File: src/rtl/smachine_pkg.sv
// Shared S-Machine definitions: memory-access FSM states, bus widths and
// the memory-map addresses used by the data-memory controller.
package smachine_pkg;

  localparam int ADDR_W      = 9;
  localparam int DATA_W      = 16;

  localparam int LED_ADDR    = 0;
  localparam int SWITCH_ADDR = 4;

  typedef enum logic [1:0] {
    IDLE,
    SETUP,
    STROBE,
    DONE
  } state_e;

endpackage

File: src/rtl/dmem_access_ctrl_if.sv
// CPU request/response and data-memory signals of the access controller.
// The master side is the CPU + memory environment; the slave side is the controller.
interface dmem_access_ctrl_if #(
  parameter int ADDR_W = smachine_pkg::ADDR_W,
  parameter int DATA_W = smachine_pkg::DATA_W
);

  logic              req;
  logic              we;
  logic [ADDR_W-1:0] cpu_addr;
  logic [DATA_W-1:0] cpu_wdata;
  logic              ready;
  logic              busy;
  logic [DATA_W-1:0] cpu_rdata;
  logic [ADDR_W-1:0] mem_addr;
  logic [DATA_W-1:0] mem_wdata;
  logic              mem_rw;
  logic [DATA_W-1:0] mem_rdata;

  modport master (
    output req, we, cpu_addr, cpu_wdata, mem_rdata,
    input  ready, busy, cpu_rdata, mem_addr, mem_wdata, mem_rw
  );

  modport slave (
    input  req, we, cpu_addr, cpu_wdata, mem_rdata,
    output ready, busy, cpu_rdata, mem_addr, mem_wdata, mem_rw
  );

endinterface

File: src/rtl/switch_debounce.sv
// Two-flop synchroniser followed by a stability counter; clean only follows
// the synchronised input after DEBOUNCE_CYCLES consecutive differing samples.
module switch_debounce #(
  parameter int DEBOUNCE_CYCLES = 4
) (
  input  logic clk,
  input  logic rst,
  input  logic raw,
  output logic clean
);

  localparam logic [7:0] LIMIT = 8'(DEBOUNCE_CYCLES - 1);

  logic       meta_q, sync_q, clean_q;
  logic       clean_d;
  logic [7:0] cnt_q, cnt_d;

  // The counter tops out at LIMIT and clears there, so it can never wrap.
  always_comb begin
    clean_d = clean_q;
    cnt_d   = 8'd0;
    if (sync_q != clean_q) begin
      if (cnt_q >= LIMIT) begin
        clean_d = sync_q;
      end else begin
        cnt_d = cnt_q + 8'd1;
      end
    end
  end

  always_ff @(posedge clk or posedge rst) begin
    if (rst) begin
      meta_q  <= 1'b0;
      sync_q  <= 1'b0;
      clean_q <= 1'b0;
      cnt_q   <= 8'd0;
    end else begin
      meta_q  <= raw;
      sync_q  <= meta_q;
      clean_q <= clean_d;
      cnt_q   <= cnt_d;
    end
  end

  assign clean = clean_q;

endmodule

File: src/rtl/dmem_access_ctrl.sv
// Turns a one-cycle CPU load/store request into a glitch-free memory
// transaction (address, then strobe, then result) and debounces the switch.
module dmem_access_ctrl #(
  parameter int ADDR_W          = smachine_pkg::ADDR_W,
  parameter int DATA_W          = smachine_pkg::DATA_W,
  parameter int DEBOUNCE_CYCLES = 4,
  parameter int SWITCH_ADDR     = smachine_pkg::SWITCH_ADDR
) (
  input  logic               clk,
  input  logic               rst,
  dmem_access_ctrl_if.slave  bus,
  input  logic               switch_raw,
  output logic               switch_clean
);

  smachine_pkg::state_e state_q, state_d;

  logic              we_q, we_d;
  logic [ADDR_W-1:0] addr_q, addr_d;
  logic [DATA_W-1:0] wdata_q, wdata_d;
  logic [DATA_W-1:0] rdata_q, rdata_d;
  logic              rw_q, rw_d;
  logic              ready_q, ready_d;
  logic              busy_q, busy_d;

  // NOTE: every signal gets a default first so no path leaves it unassigned (no latches).
  always_comb begin
    state_d = state_q;
    we_d    = we_q;
    addr_d  = addr_q;
    wdata_d = wdata_q;
    rdata_d = rdata_q;
    rw_d    = 1'b0;
    ready_d = 1'b0;
    busy_d  = busy_q;
    unique case (state_q)
      smachine_pkg::IDLE: begin
        if (bus.req) begin
          state_d = smachine_pkg::SETUP;
          we_d    = bus.we;
          addr_d  = bus.cpu_addr;
          wdata_d = bus.cpu_wdata;
          busy_d  = 1'b1;
        end
      end
      smachine_pkg::SETUP: begin
        // Strobe rises one cycle after the address settled; the switch word is read-only.
        state_d = smachine_pkg::STROBE;
        rw_d    = we_q && (addr_q != ADDR_W'(SWITCH_ADDR));
      end
      smachine_pkg::STROBE: begin
        state_d = smachine_pkg::DONE;
        ready_d = 1'b1;
        if (!we_q) rdata_d = bus.mem_rdata;
      end
      smachine_pkg::DONE: begin
        state_d = smachine_pkg::IDLE;
        busy_d  = 1'b0;
      end
      default: begin
        state_d = smachine_pkg::IDLE;
        busy_d  = 1'b0;
      end
    endcase
  end

  // NOTE: sequential state uses non-blocking assignments so all flops update together.
  always_ff @(posedge clk or posedge rst) begin
    if (rst) begin
      state_q <= smachine_pkg::IDLE;
      we_q    <= 1'b0;
      addr_q  <= '0;
      wdata_q <= '0;
      rdata_q <= '0;
      rw_q    <= 1'b0;
      ready_q <= 1'b0;
      busy_q  <= 1'b0;
    end else begin
      state_q <= state_d;
      we_q    <= we_d;
      addr_q  <= addr_d;
      wdata_q <= wdata_d;
      rdata_q <= rdata_d;
      rw_q    <= rw_d;
      ready_q <= ready_d;
      busy_q  <= busy_d;
    end
  end

  assign bus.mem_addr  = addr_q;
  assign bus.mem_wdata = wdata_q;
  assign bus.mem_rw    = rw_q;
  assign bus.ready     = ready_q;
  assign bus.busy      = busy_q;
  assign bus.cpu_rdata = rdata_q;

  switch_debounce #(
    .DEBOUNCE_CYCLES(DEBOUNCE_CYCLES)
  ) u_switch_debounce (
    .clk  (clk),
    .rst  (rst),
    .raw  (switch_raw),
    .clean(switch_clean)
  );

endmodule
File: src/flat_wrapper.sv
// flat-port wrapper written by rule: the top's interface ports become plain ports
module dmem_access_ctrl_flat 
#(
  parameter int ADDR_W          = smachine_pkg::ADDR_W,
  parameter int DATA_W          = smachine_pkg::DATA_W,
  parameter int DEBOUNCE_CYCLES = 4,
  parameter int SWITCH_ADDR     = smachine_pkg::SWITCH_ADDR
)
  (clk, rst, switch_raw, switch_clean, bus_req, bus_we, bus_cpu_addr, bus_cpu_wdata, bus_mem_rdata, bus_ready, bus_busy, bus_cpu_rdata, bus_mem_addr, bus_mem_wdata, bus_mem_rw);
  dmem_access_ctrl_if #(.ADDR_W(ADDR_W), .DATA_W(DATA_W)) bus_i ();
  input  logic clk;
  input  logic rst;
  input  logic switch_raw;
  output logic switch_clean;
  input wire logic [$bits(bus_i.req)-1:0] bus_req;
  input wire logic [$bits(bus_i.we)-1:0] bus_we;
  input wire logic [$bits(bus_i.cpu_addr)-1:0] bus_cpu_addr;
  input wire logic [$bits(bus_i.cpu_wdata)-1:0] bus_cpu_wdata;
  input wire logic [$bits(bus_i.mem_rdata)-1:0] bus_mem_rdata;
  output wire logic [$bits(bus_i.ready)-1:0] bus_ready;
  output wire logic [$bits(bus_i.busy)-1:0] bus_busy;
  output wire logic [$bits(bus_i.cpu_rdata)-1:0] bus_cpu_rdata;
  output wire logic [$bits(bus_i.mem_addr)-1:0] bus_mem_addr;
  output wire logic [$bits(bus_i.mem_wdata)-1:0] bus_mem_wdata;
  output wire logic [$bits(bus_i.mem_rw)-1:0] bus_mem_rw;
  assign bus_i.req = bus_req;
  assign bus_i.we = bus_we;
  assign bus_i.cpu_addr = bus_cpu_addr;
  assign bus_i.cpu_wdata = bus_cpu_wdata;
  assign bus_i.mem_rdata = bus_mem_rdata;
  assign bus_ready = bus_i.ready;
  assign bus_busy = bus_i.busy;
  assign bus_cpu_rdata = bus_i.cpu_rdata;
  assign bus_mem_addr = bus_i.mem_addr;
  assign bus_mem_wdata = bus_i.mem_wdata;
  assign bus_mem_rw = bus_i.mem_rw;
  dmem_access_ctrl #(.ADDR_W(ADDR_W), .DATA_W(DATA_W), .DEBOUNCE_CYCLES(DEBOUNCE_CYCLES), .SWITCH_ADDR(SWITCH_ADDR)) u_core (.clk(clk), .rst(rst), .bus(bus_i), .switch_raw(switch_raw), .switch_clean(switch_clean));
endmodule
File: config.mk
export PLATFORM = sky130hd
export DESIGN_NAME = dmem_access_ctrl_flat
export DESIGN_NICKNAME = d
export VERILOG_FILES = /design/src/rtl/smachine_pkg.sv /design/src/rtl/dmem_access_ctrl_if.sv /design/src/rtl/switch_debounce.sv /design/src/rtl/dmem_access_ctrl.sv /design/src/flat_wrapper.sv
export SDC_FILE = /design/constraint.sdc
export NUM_CORES = 1
export LEC_CHECK = 0
export CORE_MARGIN = 2
export CORE_UTILIZATION = 30
export CTS_CLUSTER_SIZE = 40
export DETAILED_ROUTE_END_ITERATION = 10
export HOLD_SLACK_MARGIN = 0.12
export PLACE_DENSITY = 0.56
export SYNTH_ARGS = -nofsm -noshare
export SYNTH_HDL_FRONTEND = slang
export SYNTH_SLANG_ARGS = --single-unit
File: constraint.sdc
create_clock -name clk -period 3.84 [get_ports clk]
set_clock_uncertainty 0.05 [all_clocks]
set_input_delay 0.576 -clock clk [delete_from_list [all_inputs] [get_ports clk]]
set_output_delay 0.576 -clock clk [all_outputs]
set_load 0.03 [all_outputs]
==> results of run 1 <==
[state kept, by name, summed over array words and instances (netlist names)]
name and count:
u_core.we_q 1, u_core.state_q 2, u_core.bus.ready 1, u_core.u_switch_debounce.cnt_q 8, u_core.bus.mem_wdata 16, u_core.u_switch_debounce.meta_q 1, u_core.u_switch_debounce.sync_q 1, u_core.u_switch_debounce.clean 1
u_core.bus.mem_addr 9, u_core.bus.busy 1, u_core.bus.cpu_rdata 16, u_core.bus.mem_rw 1
[layer usage]
metal | GRT usage (%) | up-vias | share of wire (%)
li1 | - | 671 | -
met1 | 16.0 | 689 | 45
met2 | 18.4 | 51 | 47
met3 | 4.98 | 5 | 6.2
met4 | 4.17 | 0 | 1.3
met5 | 0 | - | 0
[worst max-delay path, cell delays in order (launching register included)]
cell     delay, ns
dfrtp_1       0.41
inv_1         0.09
ha_1          0.17
nor2b_2       0.82
mux2_2        0.42
[cell type report]
type	count	area (sq um)	area share, %
Tap cell	99	124	3.51
Multi-Input combinational cell	75	808	22.9
Clock buffer	11	141	4.00
Clock inverter	5	77.6	2.20
Inverter	4	15.0	0.425
Timing Repair Buffer	92	916	25.9
Sequential cell	58	1450	41.1
[final timing paths]
check                                                       end  cells past startpoint
worst max-delay path                   u_core.bus.cpu_rdata[11]                      4
worst min-delay path            u_core.u_switch_debounce.sync_q                      0
worst max register to register         u_core.bus.cpu_rdata[11]                      4
worst min register to register  u_core.u_switch_debounce.sync_q                      0
max in group asynchronous               u_core.bus.mem_wdata[7]                      3
min in group asynchronous               u_core.bus.cpu_rdata[1]                      2
[cell usage in the layout, fill, tap and decap left out, types with 2 or more instances in the layout]
cell type / synthesis / routed
clkinv_2: 0 / 2
buf_4: 0 / 2
ha_1: 5 / 5
nor2_1: 4 / 4
inv_1: 4 / 3
clkdlybuf4s50_1: 0 / 90
conb_1: 1 / 6
nor3_1: 2 / 2
bufinv_16: 0 / 2
dfrtp_1: 58 / 58
mux2_4: 29 / 29
mux2_2: 14 / 14
nand2_1: 3 / 3
clkbuf_8: 0 / 10
[metrics by stage]
step,cell area (sq um),worst slack (ns),std cells
after CTS,3530,1.70,344
after global placement,3310,1.75,328
after global routing,3530,1.57,344
after floorplan,2320,1.79,141
final,3530,1.76,344
after detailed placement,3310,1.71,328
[cells by family (layout without fill, tap and decap cells)]
group	count (synthesis)	after routing	synth area share, %
adders and majority gates	5	5	2.72
AOI/OAI and AO/OA	3	3	0.815
buffers and inverters	8	112	2.77
DFF	58	58	63.0
and+or+nand+nor	17	17	4.35
other	1	6	0.163
xor gates and xnor gates	1	1	0.381
muxes	43	43	25.8
[power by group through the flow]
stage,combinational (W),clock [W],sequential (W)
finish,0.00160,0.000611,0.00103
global route,0.00168,0.000661,0.00107
CTS,0.00163,0.000634,0.00103
detailed placement,0.00162,0,0.00104
global placement,0.00161,0,0.00104
floorplan,0.000558,0,0.00149
==> results.py, run 1 <==
metrics = {
    "synth": {
        "synth_edf_count": 0,
        "synth_top_area_share_pct": 63.0,
        "yosysTopAreaCell": "dfrtp_1",
        "syn-instance-count": 136,
        "ys_async_sr_fraction_pct": 100,
        "synthFlopType": "dfrtp_1",
        "synthDistinctLibCells": 23,
        "netlist_area_sq_um": 2300,
        "synth_seq_cells": 58,
        "postSynthAreaPerCell_sq_um": 16.9,
        "yosysMostFrequentCell": "dfrtp_1",
        "yosys_warnings": 0,
        "yosys-top-cells-count": "dfrtp_1, mux2_4, mux2_2",
        "seq_area_frac_synth_pct": 63.0,
        "synthTopCellsByArea": "dfrtp_1, mux2_4, mux2_2, ha_1, buf_6",
    },
    "sta": {
        "min_period_over_period_pct": 54.3,
        "finalSetupViolCount": 0,
        "tns_ns": 0,
        "whs_ns": 0.323,
        "rsz0062_at_grt": "no",
        "slew_violations": 0,
        "min_period_ns": 2.08,
        "fmax_mhz": 480,
        "relSlewSlack_pct": 32.4,
        "worstMarginPinSlew_ns": 1.01,
        "hold_viol_final": 0,
    },
    "drt": {
        "viasPerCell": 4.12,
        "drt_wl_total_mm": 4.83,
        "vias": 1416,
        "drcViolationCount": 0,
        "wl_per_cell_um": 14.0,
        "antenna_left": 0,
        "dr.first_iter.drc_count": 18,
        "drtPass1Iterations": 4,
    },
    "global_routing": {
        "overflow": 0,
        "grt_pass1_wl_mm": 7.90,
        "grt_max_degree": 28,
        "antenna_found_initial": 0,
        "grt_pass1_vias": 1477,
        "grt_usage_pct": 12.3,
    },
    "floorplan": {
        "start_util_pct": 31.4,
        "io_pins": 91,
        "die_h_um": 91.6,
        "core_sq_um": 7330,
        "die_width_um": 91.6,
        "die-area_sq_um": 8390,
        "rows": 31,
    },
    "hold_path": {
        "hold_class": "reg -> reg",
        "holdCritStartpoint": "u_core.u_switch_debounce.meta_q",
    },
    "clocking": {
        "clk_latency_ns": 0.32,
        "numClockSinks": 58,
        "cts_resized": 0,
        "cts_tree": "yes",
        "clk_path_buf_depth": 2,
        "cts_max_level": 3,
        "hold_buffers": 0,
        "postCtsSetupBuffers": 0,
        "numCtsBuffers": 9,
        "cts.clk_slew.worst_paths_ns": 0.07,
        "cts-root-buf": "clkbuf_8",
    },
    "pwr": {
        "switching_share_pct": 36.1,
        "comb_power_share_pct": 49.4,
        "power_w": 0.00324,
        "p_switching_w": 0.00117,
        "p_seq_share_pct": 31.7,
        "p_clk_share_pct": 18.8,
        "ir_worst_vdd_mv": 0.317,
        "leakage_nw": 1.58,
        "internal_power_w": 0.00207,
        "powerDensity_nw_per_um2": 917,
    },
    "setup_path": {
        "cp_max_fo": 16,
        "path_class": "reg -> reg",
        "cp_data_required_time_ns": 4.00,
        "start_kind": "flop",
        "cp-startpoint": "u_core.state_q[0]",
        "cp-end-kind": "flop",
        "arrival_ns": 2.24,
        "r2r_setup_slack_ns": 1.76,
        "worstReg2RegStart": "u_core.state_q[0]",
    },
    "status": {
        "status": "finished clean",
    },
    "layout": {
        "drive_above_1_share_pct": 26.1,
        "finish.utilization_pct": 48.2,
        "nFillCells": 619,
        "area_delta_synth_final_pct": 53.5,
        "final_nets": 291,
        "diodes": 0,
    },
    "placed_design": {
        "port_buffers": 90,
        "hpwlAfterDp_mm": 3.49,
        "routabilityCongestion": 0.673,
    },
    "run": {
        "drv_cap": 0,
    },
}
Note: power is estimated with default switching activity, not from simulation.
==> run 2, diff against run 1 <==
==> constraint.sdc (replaced) <==
create_clock -name clk -period 2.15 [get_ports clk]
set_clock_uncertainty 0.05 [all_clocks]
set_input_delay 0.3225 -clock clk [delete_from_list [all_inputs] [get_ports clk]]
set_output_delay 0.3225 -clock clk [all_outputs]
set_load 0.03 [all_outputs]
==> run 2 against run 1 <==
Compared with the run above:
- design area fell by 0.43%
- via count rose by 0.28%
- critical path depth fell by 3
- final cell count fell by 0.58%
- setup slack got worse by 1.4 ns
- non-clock buffer count did not move
- register-to-register slack got worse by 1.3 ns
- routed wire length rose by 0.50%
- first-iteration DRC count rose by 78%
- combinational power rose by 79%
- largest cell class unchanged
- highest routed layer unchanged
==> results.py, run 2 (synthesis gave the netlist of run 1 again) <==
metrics = {
    "setup_path": {
        "start_kind": "flop",
        "path_buf_inv": 1,
        "arrival_ns": 1.39,
        "cpLargestDelayFamily": "buffers and inverters",
        "cp-end-kind": "output port",
        "slowest_delay_ns": 0.68,
        "cp_data_required_time_ns": 1.78,
        "slowest_stage": "clkdlybuf4s50_1",
        "path_class": "reg -> out",
        "cp_max_fo": 3,
        "crit_chain": "clkdlybuf4s50_1",
        "worstReg2RegStart": "u_core.state_q[0]",
        "cp-startpoint": "u_core.bus.mem_addr[7]",
    },
    "clocking": {
        "cts_tree": "yes",
        "clk_latency_ns": 0.33,
        "cts_max_level": 3,
        "numClockSinks": 58,
        "postCtsSetupBuffers": 0,
        "cts-root-buf": "clkbuf_8",
        "cts_resized": 0,
        "cts.clk_slew.worst_paths_ns": 0.06,
        "clk_path_buf_depth": 2,
        "hold_buffers": 0,
        "numCtsBuffers": 9,
    },
    "sta": {
        "tns_ns": 0,
        "hold_viol_final": 0,
        "fmax_mhz": 568,
        "rsz0062_at_grt": "no",
        "whs_ns": 0.301,
        "min_period_ns": 1.76,
        "slew_violations": 0,
        "min_period_over_period_pct": 81.9,
        "finalSetupViolCount": 0,
    },
    "pwr": {
        "ir_worst_vdd_mv": 0.600,
        "leakage_nw": 1.58,
        "powerDensity_nw_per_um2": 1620,
    },
    "run": {
        "drv_cap": 0,
    },
    "global_routing": {
        "overflow": 0,
        "grt_pass1_vias": 1479,
        "antenna_found_initial": 0,
        "grt_pass1_wl_mm": 7.77,
        "grt_usage_pct": 12.3,
        "grt_max_degree": 59,
    },
    "floorplan": {
        "die_width_um": 91.6,
        "core_sq_um": 7330,
        "start_util_pct": 31.4,
        "die_h_um": 91.6,
        "rows": 31,
        "io_pins": 91,
        "die-area_sq_um": 8390,
    },
    "drt": {
        "drtPass1Iterations": 4,
        "antenna_left": 0,
        "drt_wl_total_mm": 4.86,
        "viasPerCell": 4.15,
        "wl_per_cell_um": 14.2,
        "drcViolationCount": 0,
        "vias": 1420,
        "dr.first_iter.drc_count": 32,
    },
    "layout": {
        "final_nets": 291,
        "final_common_cell": "clkdlybuf4s50_1",
        "diodes": 0,
        "final_cell_mix": "clkdlybuf4s50_1, dfrtp_1, mux2_4",
        "area_delta_synth_final_pct": 52.8,
        "nFillCells": 645,
        "drive_above_1_share_pct": 25.9,
    },
    "hold_path": {
        "holdCritStartpoint": "u_core.u_switch_debounce.meta_q",
        "hold_class": "reg -> reg",
    },
    "placed_design": {
        "routabilityCongestion": 0.701,
        "hpwlAfterDp_mm": 3.36,
        "port_buffers": 90,
    },
    "status": {
        "status": "finished clean",
    },
}
## run 2: stage by stage
stage                     util (%)  area, sq um  total power (W)  setup WS (ns)  instances
after floorplan                  -         2320          0.00366          0.350        141
after global placement        45.4         3330          0.00474          0.368        328
after detailed placement      45.4         3330          0.00475          0.345        328
after CTS                     48.0         3520          0.00577          0.356        342
after global routing          48.0         3520          0.00597          0.314        342
final                         48.0         3520          0.00569          0.390        342
## run 2: report_power, final
| group | internal, W | leakage (nW) | switching [W] | total [W] |
|---|---|---|---|---|
| Sequential | 0.00156 | 0.688 | 0.000275 | 0.00184 |
| Clock | 0.000581 | 0.101 | 0.000399 | 0.000980 |
| Combinational | 0.00146 | 0.791 | 0.00141 | 0.00287 |
## run 2: worst paths after layout
| path | endpoint | slack, ns | cells after the start |
|---|---|---|---|
| min in group asynchronous | u_core.u_switch_debounce.clean | 0.32 | 3 |
| max | bus_mem_addr[7] | 0.39 | 1 |
| min | u_core.u_switch_debounce.sync_q | 0.30 | 0 |
| max in group asynchronous | u_core.bus.mem_wdata[12] | 1.47 | 3 |
| max reg2reg | u_core.bus.cpu_rdata[12] | 0.43 | 5 |
| min reg2reg | u_core.u_switch_debounce.sync_q | 0.30 | 0 |
## run 2: worst reg2reg max path: cells and delay by family (launching register included)
family	cells	cell delay (ns)
muxes	1	0.38
DFF	1	0.42
adders and majority gates	1	0.20
and+or+nand+nor	1	0.17
buffers and inverters	2	0.37
## run 2: metal layers
metal,track usage [%],share of wire [%]
met5,0,0
met4,4.55,1.1
met3,5.48,6.5
met2,18.4,48
met1,15.6,45
## run 2: final cells by class
type | instances | area, sq um | share of cell area [%]
clock buffers | 11 | 151 | 4.30
clock inverters | 3 | 40.0 | 1.14
flip-flops and latches | 58 | 1450 | 41.3
multi-input cells | 75 | 808 | 23.0
repair buffers | 92 | 928 | 26.4
inverters | 4 | 15.0 | 0.427
well taps | 99 | 124 | 3.52
==> run 3, diff against run 2 <==
--- a/config.mk
+++ b/config.mk
@@ -10,7 +10,7 @@
 export CTS_CLUSTER_SIZE = 40
 export DETAILED_ROUTE_END_ITERATION = 10
 export HOLD_SLACK_MARGIN = 0.12
-export PLACE_DENSITY = 0.56
+export PLACE_DENSITY = 0.58
 export SYNTH_ARGS = -nofsm -noshare
 export SYNTH_HDL_FRONTEND = slang
 export SYNTH_SLANG_ARGS = --single-unit
==> constraint.sdc (replaced) <==
create_clock -name clk -period 1.6 [get_ports clk]
set_clock_uncertainty 0.05 [all_clocks]
set_input_delay 0.24 -clock clk [delete_from_list [all_inputs] [get_ports clk]]
set_output_delay 0.24 -clock clk [all_outputs]
set_load 0.03 [all_outputs]
==> run 3 against run 2 <==
Compared with the run above:
- power up 33%
- critical path type is now reg -> reg
- clock power up 54%
- core utilization up 1.1 points
- worst hold slack worse by 0.10 ns
- critical path depth up 4
- flip-flop and latch count unchanged
- final cell count up 2.3%
- sequential share of layout area down 0.96 points
- via count up 1.9%
- first-iteration DRC count up 16%
- die area unchanged
- combinational power up 26%
==> results.py, run 3 (synthesis gave the netlist of run 1 again) <==
metrics = {
    "status": {
        "status": "finished clean",
    },
    "drt": {
        "viasPerCell": 4.13,
        "drcViolationCount": 0,
        "drt_wl_total_mm": 4.81,
        "antenna_left": 0,
        "dr.first_iter.drc_count": 37,
        "wl_per_cell_um": 13.8,
        "dr_wl_met2_mm": 2.20,
        "top_layer_used": "met4",
        "wl_met3_um": 371,
        "m1WireLength_mm": 2.18,
        "vias": 1447,
        "drtPass1Iterations": 4,
    },
    "floorplan": {
        "die_width_um": 91.6,
        "start_util_pct": 31.4,
        "core_sq_um": 7330,
        "die_h_um": 91.6,
        "rows": 31,
        "io_pins": 91,
        "die-area_sq_um": 8390,
    },
    "layout": {
        "drive_above_1_share_pct": 28.3,
        "diodes": 0,
        "nFillCells": 656,
        "final_common_cell": "dfrtp_1",
        "final_nets": 297,
        "seqCellArea_sq_um": 1450,
        "area_delta_synth_final_pct": 56.5,
        "final_cell_mix": "dfrtp_1, clkdlybuf4s50_1, dlygate4sd2_1",
        "finish.utilization_pct": 49.1,
        "multi_input_area_sq_um": 813,
    },
    "global_routing": {
        "grt_max_degree": 24,
        "grt_usage_pct": 12.4,
        "overflow": 0,
        "grt_pass1_wl_mm": 7.85,
        "grt_pass1_vias": 1516,
        "antenna_found_initial": 0,
    },
    "setup_path": {
        "worstReg2RegStart": "u_core.state_q[0]",
        "worstReg2RegEnd": "u_core.bus.cpu_rdata[13]",
        "cp-end-kind": "flop",
        "r2r_cells": 5,
        "cp_data_required_time_ns": 1.77,
        "r2r_setup_slack_ns": 0.12,
        "arrival_ns": 1.65,
        "path_class": "reg -> reg",
        "cp_max_fo": 16,
        "start_kind": "flop",
    },
    "clocking": {
        "clk_path_buf_depth": 2,
        "cts-root-buf": "clkbuf_8",
        "cts_tree": "yes",
        "cts_resized": 45,
        "hold_buffers": 0,
        "numCtsBuffers": 9,
        "postCtsSetupBuffers": 0,
        "clk_latency_ns": 0.33,
        "cts_max_level": 3,
        "cts.clk_slew.worst_paths_ns": 0.07,
        "numClockSinks": 58,
    },
    "sta": {
        "hold_viol_final": 0,
        "finalSetupViolCount": 0,
        "tns_ns": 0,
        "min_period_ns": 1.48,
        "min_period_over_period_pct": 92.3,
        "fmax_mhz": 677,
        "slew_violations": 0,
        "rsz0062_at_grt": "no",
    },
    "placed_design": {
        "hpwlAfterDp_mm": 3.57,
        "port_buffers": 90,
        "routabilityCongestion": 0.686,
    },
    "pwr": {
        "comb_power_share_pct": 47.8,
        "switching_share_pct": 37.8,
        "p_switching_w": 0.00286,
        "leakage_nw": 1.71,
        "internal_power_w": 0.00472,
        "powerDensity_nw_per_um2": 2100,
        "p_clk_share_pct": 19.9,
        "ir_worst_vdd_mv": 0.614,
        "p_seq_share_pct": 32.3,
    },
    "hold_path": {
        "hold_class": "in -> async",
    },
    "run": {
        "drv_cap": 0,
    },
}
run 3: cell count changes in the layout (fill, tap and decap cells not counted), sizes merged:
| cell | before | now |
|---|---|---|
| buf | 2 | 8 |
| bufinv | 1 | 2 |
| clkbuf | 11 | 10 |
| clkdlybuf4s50 | 90 | 45 |
| clkinv | 2 | 3 |
| clkinvlp | 0 | 2 |
| dlygate4sd2 | 0 | 45 |
| inv | 4 | 3 |
run 3: cell type report:
| type | count | area share, % |
|---|---|---|
| clock inverters | 6 | 2.50 |
| inverters | 4 | 0.521 |
| well taps | 99 | 3.44 |
| repair buffers | 98 | 26.8 |
| clock buffers | 10 | 3.82 |
| flip-flops and latches | 58 | 40.3 |
| multi-input cells | 75 | 22.6 |
run 3: routing by layer:
layer  track usage, %  vias to the layer above
met3             5.81                        7
met4             5.30                        0
met5                0                        -
met2             17.6                       59
met1             16.1                      697
li1                 -                      684
run 3: through the flow:
stage	setup WS, ns	power, W	hold slack [ns]	instance area (sq um)	instances
3_3_place_gp	0.0799	0.00651	0.311	3430	334
4_1_cts	0.0818	0.00768	0.184	3600	350
2_1_floorplan	0.0644	0.00492	0.221	2320	141
5_1_grt	0.0393	0.00799	0.207	3600	350
6_report	0.123	0.00758	0.196	3600	350
3_5_place_dp	0.0721	0.00654	0.289	3430	334
run 3: worst max-delay path by stage:
| stage | from | endpoint | slack, ns | cells after the start |
|---|---|---|---|---|
| global placement | bus_req | u_core.bus.mem_wdata[15] | 0.08 | 4 |
| detailed placement | bus_req | u_core.bus.mem_wdata[14] | 0.07 | 4 |
| global route | u_core.state_q[0] | u_core.bus.cpu_rdata[11] | 0.04 | 5 |
| CTS | u_core.state_q[0] | u_core.bus.cpu_rdata[13] | 0.08 | 5 |
| finish | u_core.state_q[0] | u_core.bus.cpu_rdata[13] | 0.12 | 5 |
| floorplan | u_core.state_q[0] | u_core.bus.cpu_rdata[0] | 0.06 | 6 |
run 3: power groups by stage:
stage	logic, W	registers, W	clock network (W)
after floorplan	0.00134	0.00358	0
final	0.00362	0.00245	0.00151
after CTS	0.00366	0.00245	0.00157
after global routing	0.00382	0.00254	0.00164
after detailed placement	0.00405	0.00249	0
after global placement	0.00403	0.00248	0
run 3: critical path: stages, from the launching register on:
cell,delay (ns)
dfrtp_1,0.37
inv_1,0.08
ha_1,0.17
nor2b_4,0.16
buf_12,0.17
mux2_2,0.35
